### src/rtl/gray_pointer_sync.sv
// Gray-coded pointer synchroniser: multi-flop capture of a foreign-domain Gray pointer,
// Gray-to-binary conversion, step reporting and detection of illegal multi-bit transitions.
module gray_pointer_sync #(
  parameter int unsigned WIDTH       = 4,
  parameter int unsigned SYNC_STAGES = 2
) (
  input  logic             clk,
  input  logic             rst,
  input  logic [WIDTH-1:0] gray_in,
  input  logic             err_clear,
  output logic [WIDTH-1:0] gray_sync,
  output logic [WIDTH-1:0] bin_out,
  output logic             changed,
  output logic [WIDTH-1:0] step,
  output logic             multi_bit_err,
  output logic             err_sticky
);

  localparam int unsigned CntW = $clog2(SYNC_STAGES + 1);

  typedef enum logic [0:0] {StPrime, StTrack} state_e;

  state_e           state_q;
  logic [CntW-1:0]  prime_cnt_q;
  logic [WIDTH-1:0] gray_prev_q;
  logic [WIDTH-1:0] sync_q [SYNC_STAGES];

  logic [WIDTH-1:0] bin_sync;
  logic [WIDTH-1:0] gray_diff;
  logic             accept;
  logic             bad_step;

  // Pure flop chain; the first stage sees gray_in directly and nothing else.
  always_ff @(posedge clk or posedge rst) begin
    if (rst) begin
      for (int unsigned i = 0; i < SYNC_STAGES; i++) begin
        sync_q[i] <= '0;
      end
    end else begin
      sync_q[0] <= gray_in;
      for (int unsigned i = 1; i < SYNC_STAGES; i++) begin
        sync_q[i] <= sync_q[i-1];
      end
    end
  end

  assign gray_sync = sync_q[SYNC_STAGES-1];

  // Each binary bit is the XOR of all Gray bits at or above it.
  always_comb begin
    bin_sync = '0;
    for (int unsigned i = 0; i < WIDTH; i++) begin
      bin_sync[i] = ^(gray_sync >> i);
    end
  end

  always_comb begin
    gray_diff = gray_sync ^ gray_prev_q;
    accept    = (state_q == StTrack) && (gray_diff != '0);
    // More than one bit set <=> clearing the lowest set bit leaves something behind.
    bad_step  = accept && (|(gray_diff & (gray_diff - WIDTH'(1))));
  end

  always_ff @(posedge clk or posedge rst) begin
    if (rst) begin
      state_q       <= StPrime;
      prime_cnt_q   <= '0;
      gray_prev_q   <= '0;
      bin_out       <= '0;
      step          <= '0;
      changed       <= 1'b0;
      multi_bit_err <= 1'b0;
      err_sticky    <= 1'b0;
    end else begin
      changed       <= 1'b0;
      multi_bit_err <= 1'b0;

      // A fresh error outranks a simultaneous clear.
      if (bad_step) begin
        err_sticky <= 1'b1;
      end else if (err_clear) begin
        err_sticky <= 1'b0;
      end

      unique case (state_q)
        StPrime: begin
          if (prime_cnt_q == CntW'(SYNC_STAGES)) begin
            gray_prev_q <= gray_sync;
            bin_out     <= bin_sync;
            state_q     <= StTrack;
          end else begin
            prime_cnt_q <= prime_cnt_q + CntW'(1);
          end
        end
        StTrack: begin
          if (accept) begin
            gray_prev_q   <= gray_sync;
            bin_out       <= bin_sync;
            step          <= bin_sync - bin_out;
            changed       <= 1'b1;
            multi_bit_err <= bad_step;
          end
        end
        default: state_q <= StPrime;
      endcase
    end
  end

endmodule

### config.mk
export PLATFORM = sky130hd
export DESIGN_NAME = gray_pointer_sync
export DESIGN_NICKNAME = d
export VERILOG_FILES = /design/src/rtl/gray_pointer_sync.sv
export SDC_FILE = /design/constraint.sdc
export NUM_CORES = 1
export LEC_CHECK = 0
export ABC_CLOCK_PERIOD_IN_PS = 2020
export CAP_MARGIN = 30
export CORE_ASPECT_RATIO = 0.75
export CORE_MARGIN = 2
export CORE_UTILIZATION = 39
export CTS_CLUSTER_DIAMETER = 100
export DETAILED_ROUTE_END_ITERATION = 10
export GPL_TIMING_DRIVEN = 0
export HOLD_SLACK_MARGIN = 0.02
export PLACE_DENSITY = 0.65
export SLEW_MARGIN = 10
export SYNTH_ARGS = -nofsm -noshare
export SYNTH_HDL_FRONTEND = slang
export SYNTH_SLANG_ARGS = --single-unit
### constraint.sdc
create_clock -name clk -period 2.02 [get_ports clk]
set_input_delay 0.606 -clock clk [delete_from_list [all_inputs] [get_ports clk]]
set_output_delay 0.606 -clock clk [all_outputs]
set_load 0.01 [all_outputs]
; After elaboration in Yosys (flattened, before gate mapping)
; Cells that the tools add are included.
[word_totals]
register_bits = 26
inputBits = 7
out_inout_bits = 15
elab_cells = 46
[op_classes]
add_sub_neg = 3
n_eq_ne = 3
muxes = 14
n_bitwise = 4
reduce_logical = 12
[ops]
columns = cell, n
row1 = 2-to-1 mux 4 bit, 4
row2 = one-hot mux 4 bit (2 select lines), 2
row3 = XOR reduction 4 bit, 4
row4 = 2-to-1 mux 1 bit, 8
row5 = AND reduction 2 bit, 3
row6 = bitwise AND 4 bit, 1
row7 = nonzero test 4 bit, 1
row8 = OR reduction 4 bit, 1
row9 = "subtractor 4 x 1 -> 4 bit, second input constant", 1
row10 = subtractor 4 bit, 1
row11 = XOR 4 bit, 1
row12 = "adder 2 x 1 -> 2 bit, second input constant", 1
row13 = "equality test 2 bit, second input constant", 1
row14 = logical AND 1 bit, 2
row15 = "!= test 2 x 1 -> 1 bit, second input constant", 1
row16 = "!= test 2 bit, second input constant", 1
row17 = inverter 1 bit, 2
row18 = nonzero test 2 bit, 1

; Depth between registers and ports, before layout
[depth]
ltp_word = 7
ltp_mapped = 8
ltp_nobuf = 8

; Worst setup path after synthesis
; Ideal clock, no wire load.
[synth_timing]
kind = register to register
from = register sync_q, in the netlist gray_sync[3]
to = register step[1]
setup_time_ns = 0.125
arrival_time_ns = 1.983
required_time_ns = 1.895
setup_slack_ns = -0.088
path_stages_with_launch = 8
n_path_buf = 0
period_less_slack_ns = 2.108
path_cell_list = dfrtp_1 xor2_2 xor2_2 xnor2_1 ha_1 inv_1 fa_1 mux2_4
[synth_between]
elab_cells_between_ends = 7
classes_between = add/sub: 1 / bitwise: 1 / reduce/logical: 5
[synth_rtl]
columns = element, line
row1 = "start, declared", 26  ; logic [WIDTH-1:0] sync_q [SYNC_STAGES];
row2 = "start signal, assigned by index", 42  ; sync_q[i] <= sync_q[i-1];
row3 = XOR reduction 4 bit, 53  ; bin_sync[i] = ^(gray_sync >> i);
row4 = net bin_sync[1], 28  ; logic [WIDTH-1:0] bin_sync;
row5 = subtractor 4 bit, 99  ; step <= bin_sync - bin_out;
row6 = "end signal, assigned", 99
row7 = "end, declared", 14  ; output logic [WIDTH-1:0] step,
; The timed path passes the listed nets, and every way through them passes these cells.
; A chain may end at the register's enable or synchronous reset.

; Final worst setup path
[layout_timing]
from = register sync_q, in the netlist gray_sync[2]
to = register step[1]
; Same word-level chain as after synthesis.

==> results.sh <==
export IMPL_status="complete, but fails checks"
export IMPL_violations="setup timing"
export IMPL_grt_pass1_vias=660
export IMPL_synth_avg_cell_area_um2=13.7
export IMPL_dieArea_um2=3370
export IMPL_syn_to_final_growth_pct=38.8
export IMPL_fin_crit_sh_pct=100
export IMPL_port_buffers=21
export IMPL_path_clk_slew_ns=0.08
export IMPL_p_per_area_nw_per_um2=830
export IMPL_antenna_cells=0
export IMPL_fin_total_pwr_mw=1.31
export IMPL_avgRoutedWirePerCell_um=11.7
export IMPL_finalCriticalPeriod_ns=2.03
export IMPL_drt_iter0_markers=18
export IMPL_grt_max_degree=26
export IMPL_setup_violations=1
export IMPL_fin_nets=132
export IMPL_maxSlewViolCount=0
export IMPL_yosys_area_top_type="dfrtp_1"
export IMPL_skew_ns=0.00584
export IMPL_synth_fp_nets=95
export IMPL_leakagePower_nw=0.693
export IMPL_crit_arrival_ns=2.19
export IMPL_worstPathRequired_ns=2.18
export IMPL_synth_top_flop_cell="dfrtp_1"
export IMPL_ys_types=26
export IMPL_synth_top_area_share_pct=54.9
export IMPL_cts_made_buffers=3
export IMPL_start_util_pct=42.4
export IMPL_fmax_mhz=493
export IMPL_grt_first_pass_wirelength_um=3060
export IMPL_hold_path_class="flip-flop to flip-flop"
export IMPL_drc=0
export IMPL_cp_start_kind="flip-flop"
export IMPL_ir_worst_vdd_mv=0.526
export IMPL_wirelength_um=1810
export IMPL_insertion_delay_ns=0.26
export IMPL_gp_congestion=0.777
export IMPL_hold_slack_ns=0.354
export IMPL_tightest_slew_ns=0.565
export IMPL_cts_root_buf="clkbuf_8"
export IMPL_path_class="flip-flop to flip-flop"
export IMPL_syn_area_um2=1140
export IMPL_clkSinkCount=25
export IMPL_vias=682
export IMPL_place_hpwl_um=1300
export IMPL_layout_cells_non_filler=155
export IMPL_antenna_found_initial=0
export IMPL_dp_slack_ns=-0.288
export IMPL_fillers=229
export IMPL_cp_end_kind="flip-flop"
export IMPL_gr_total_overflow=0
export IMPL_finalHoldViolCount=0
export IMPL_fp_dieH_um=50.8
export IMPL_synth_warnings=0
export IMPL_pin_count=22
export IMPL_grt_use_total_pct=12.4
export IMPL_worst_slack_ns=-0.00981
export IMPL_rsz0062_at_grt="true"
export IMPL_final_core_util_pct=58.9
export IMPL_relSlewSlack_pct=62.2
export IMPL_cts_htree_levels=1
export IMPL_highest_layer="met4"
export IMPL_drv_cap=0
export IMPL_postCtsHoldBufs=0
export IMPL_drive_gt1_share_pct=37.8
export IMPL_synth_edf_count=0
export IMPL_core_um2=2680
export IMPL_viasPerCell=4.40
export IMPL_post_place_cells=140
export IMPL_seq_area_frac_synth_pct=54.9
export IMPL_netlist_instances=83
export IMPL_synth_area_leaders="dfrtp_1 (55%), ha_1 (4.4%), xor2_2 (4.3%), mux2_2 (4.0%), mux2_4 (4.0%)"
export IMPL_cts_tree="built"
export IMPL_synth_async_reset_ratio_pct=100
export IMPL_rows=16
export IMPL_dr_pass1_iters=3
export IMPL_antenna_left=0
export IMPL_path_max_fanout=4
export IMPL_routed_wl_met2_um=938
export IMPL_ys_ff_latch=25
export IMPL_route_met3_wl_um=91
export IMPL_dieWidth_um=66.4
export IMPL_cts_max_path_buffers=2
export IMPL_met1Wirelength_um=766
## worst max-delay path: stages, from the launching register on
cell	delay, ns
dfrtp_2	0.46
xor2_4	0.21
xor2_2	0.21
xnor2_2	0.14
ha_2	0.21
inv_2	0.04
fa_2	0.40
mux2_4	0.27
## final cells by class
| type | count | area, um^2 | share of cell area, % |
|---|---|---|---|
| multi-input combinational | 43 | 474 | 30.0 |
| clock buffer | 4 | 45.0 | 2.85 |
| tap | 36 | 45.0 | 2.85 |
| sequential | 25 | 631 | 39.9 |
| timing repair buffer | 32 | 310 | 19.6 |
| inverter | 10 | 37.5 | 2.38 |
| buffer | 5 | 37.5 | 2.38 |
## cell families after synthesis
group	share of synthesized area [%]
flops	54.9
buf+inv	6.59
compound gates	8.68
simple gates	4.29
xor+xnor	10.6
mux	8.79
fa+ha+maj	6.15
## state kept, by name, indices dropped and copies added, names as in the netlist
| register | count |
|---|---|
| gray_prev_q | 3 |
| step | 4 |
| changed | 1 |
| prime_cnt_q | 2 |
| state_q | 1 |
| gray_sync | 4 |
| sync_q | 4 |
| multi_bit_err | 1 |
| bin_out | 4 |
| err_sticky | 1 |
## placed cells by master (no fill, tap or decap), types with 2 or more instances in the layout
master | synthesis | routed
buf_4 | 5 | 15
o21ai_1 | 1 | 2
nand2_1 | 4 | 4
clkbuf_8 | 0 | 3
xnor2_2 | 0 | 2
mux2_4 | 3 | 3
inv_1 | 10 | 9
mux2_2 | 4 | 4
o21ai_0 | 4 | 3
ha_1 | 4 | 3
xor2_4 | 1 | 2
dfrtp_2 | 0 | 4
clkdlybuf4s50_1 | 0 | 20
dfrtp_1 | 25 | 21
xor2_2 | 3 | 2
nor2_1 | 2 | 2
xor2_1 | 2 | 2
## routing by layer
| metal | GRT usage, % | up-vias |
|---|---|---|
| met2 | 21.5 | 19 |
| met3 | 4.71 | 2 |
| met5 | 0 | - |
| met1 | 14.5 | 324 |
| met4 | 3.06 | 0 |
| li1 | - | 337 |
## timing repair
item | 4_1_cts | 5_1_grt
gates resized for setup | 9 | 3
endpoints found under the setup margin | 4 | 4
hold endpoints to repair | 0 | 0
pin swaps | 3 | 4
buffers inserted | 4 | 6
## path summary, 6_finish.rpt
kind	start	to	slack [ns]	cells past startpoint
setup / recovery	gray_sync[2]$_DFF_PP0_	step[1]$_DFFE_PP0P_	-0.01	7
hold / removal	sync_q[6]$_DFF_PP0_	gray_sync[2]$_DFF_PP0_	0.35	0
setup reg to reg	gray_sync[2]$_DFF_PP0_	step[1]$_DFFE_PP0P_	-0.01	7
hold reg to reg	sync_q[6]$_DFF_PP0_	gray_sync[2]$_DFF_PP0_	0.35	0
max in group asynchronous	rst	gray_prev_q[0]$_DFFE_PP0P_	0.92	3
min in group asynchronous	rst	sync_q[4]$_DFF_PP0_	0.65	2
## report_power, final
part	switching [mW]	internal (mW)	total (mW)
combinational	0.160	0.254	0.415
clock	0.146	0.141	0.286
sequential	0.0443	0.566	0.611
total	0.350	0.961	1.31
## Yosys cell counts (2+ instances only)
master   count
xor2_2       3
buf_4        5
mux2_4       3
o21ai_0      4
nor2_1       2
mux2_2       4
dfrtp_1     25
inv_1       10
xnor2_1      3
xor2_1       2
nand2_1      4
ha_1         4
## metrics by stage
step	setup TNS, ns	cell area, um^2
floorplan	-0.0830	1140
global placement	-0.434	1400
detailed placement	-0.642	1400
CTS	-0.0444	1510
global route	-0.120	1580
finish	-0.00981	1580
Note: power is estimated with default switching activity, not from simulation.
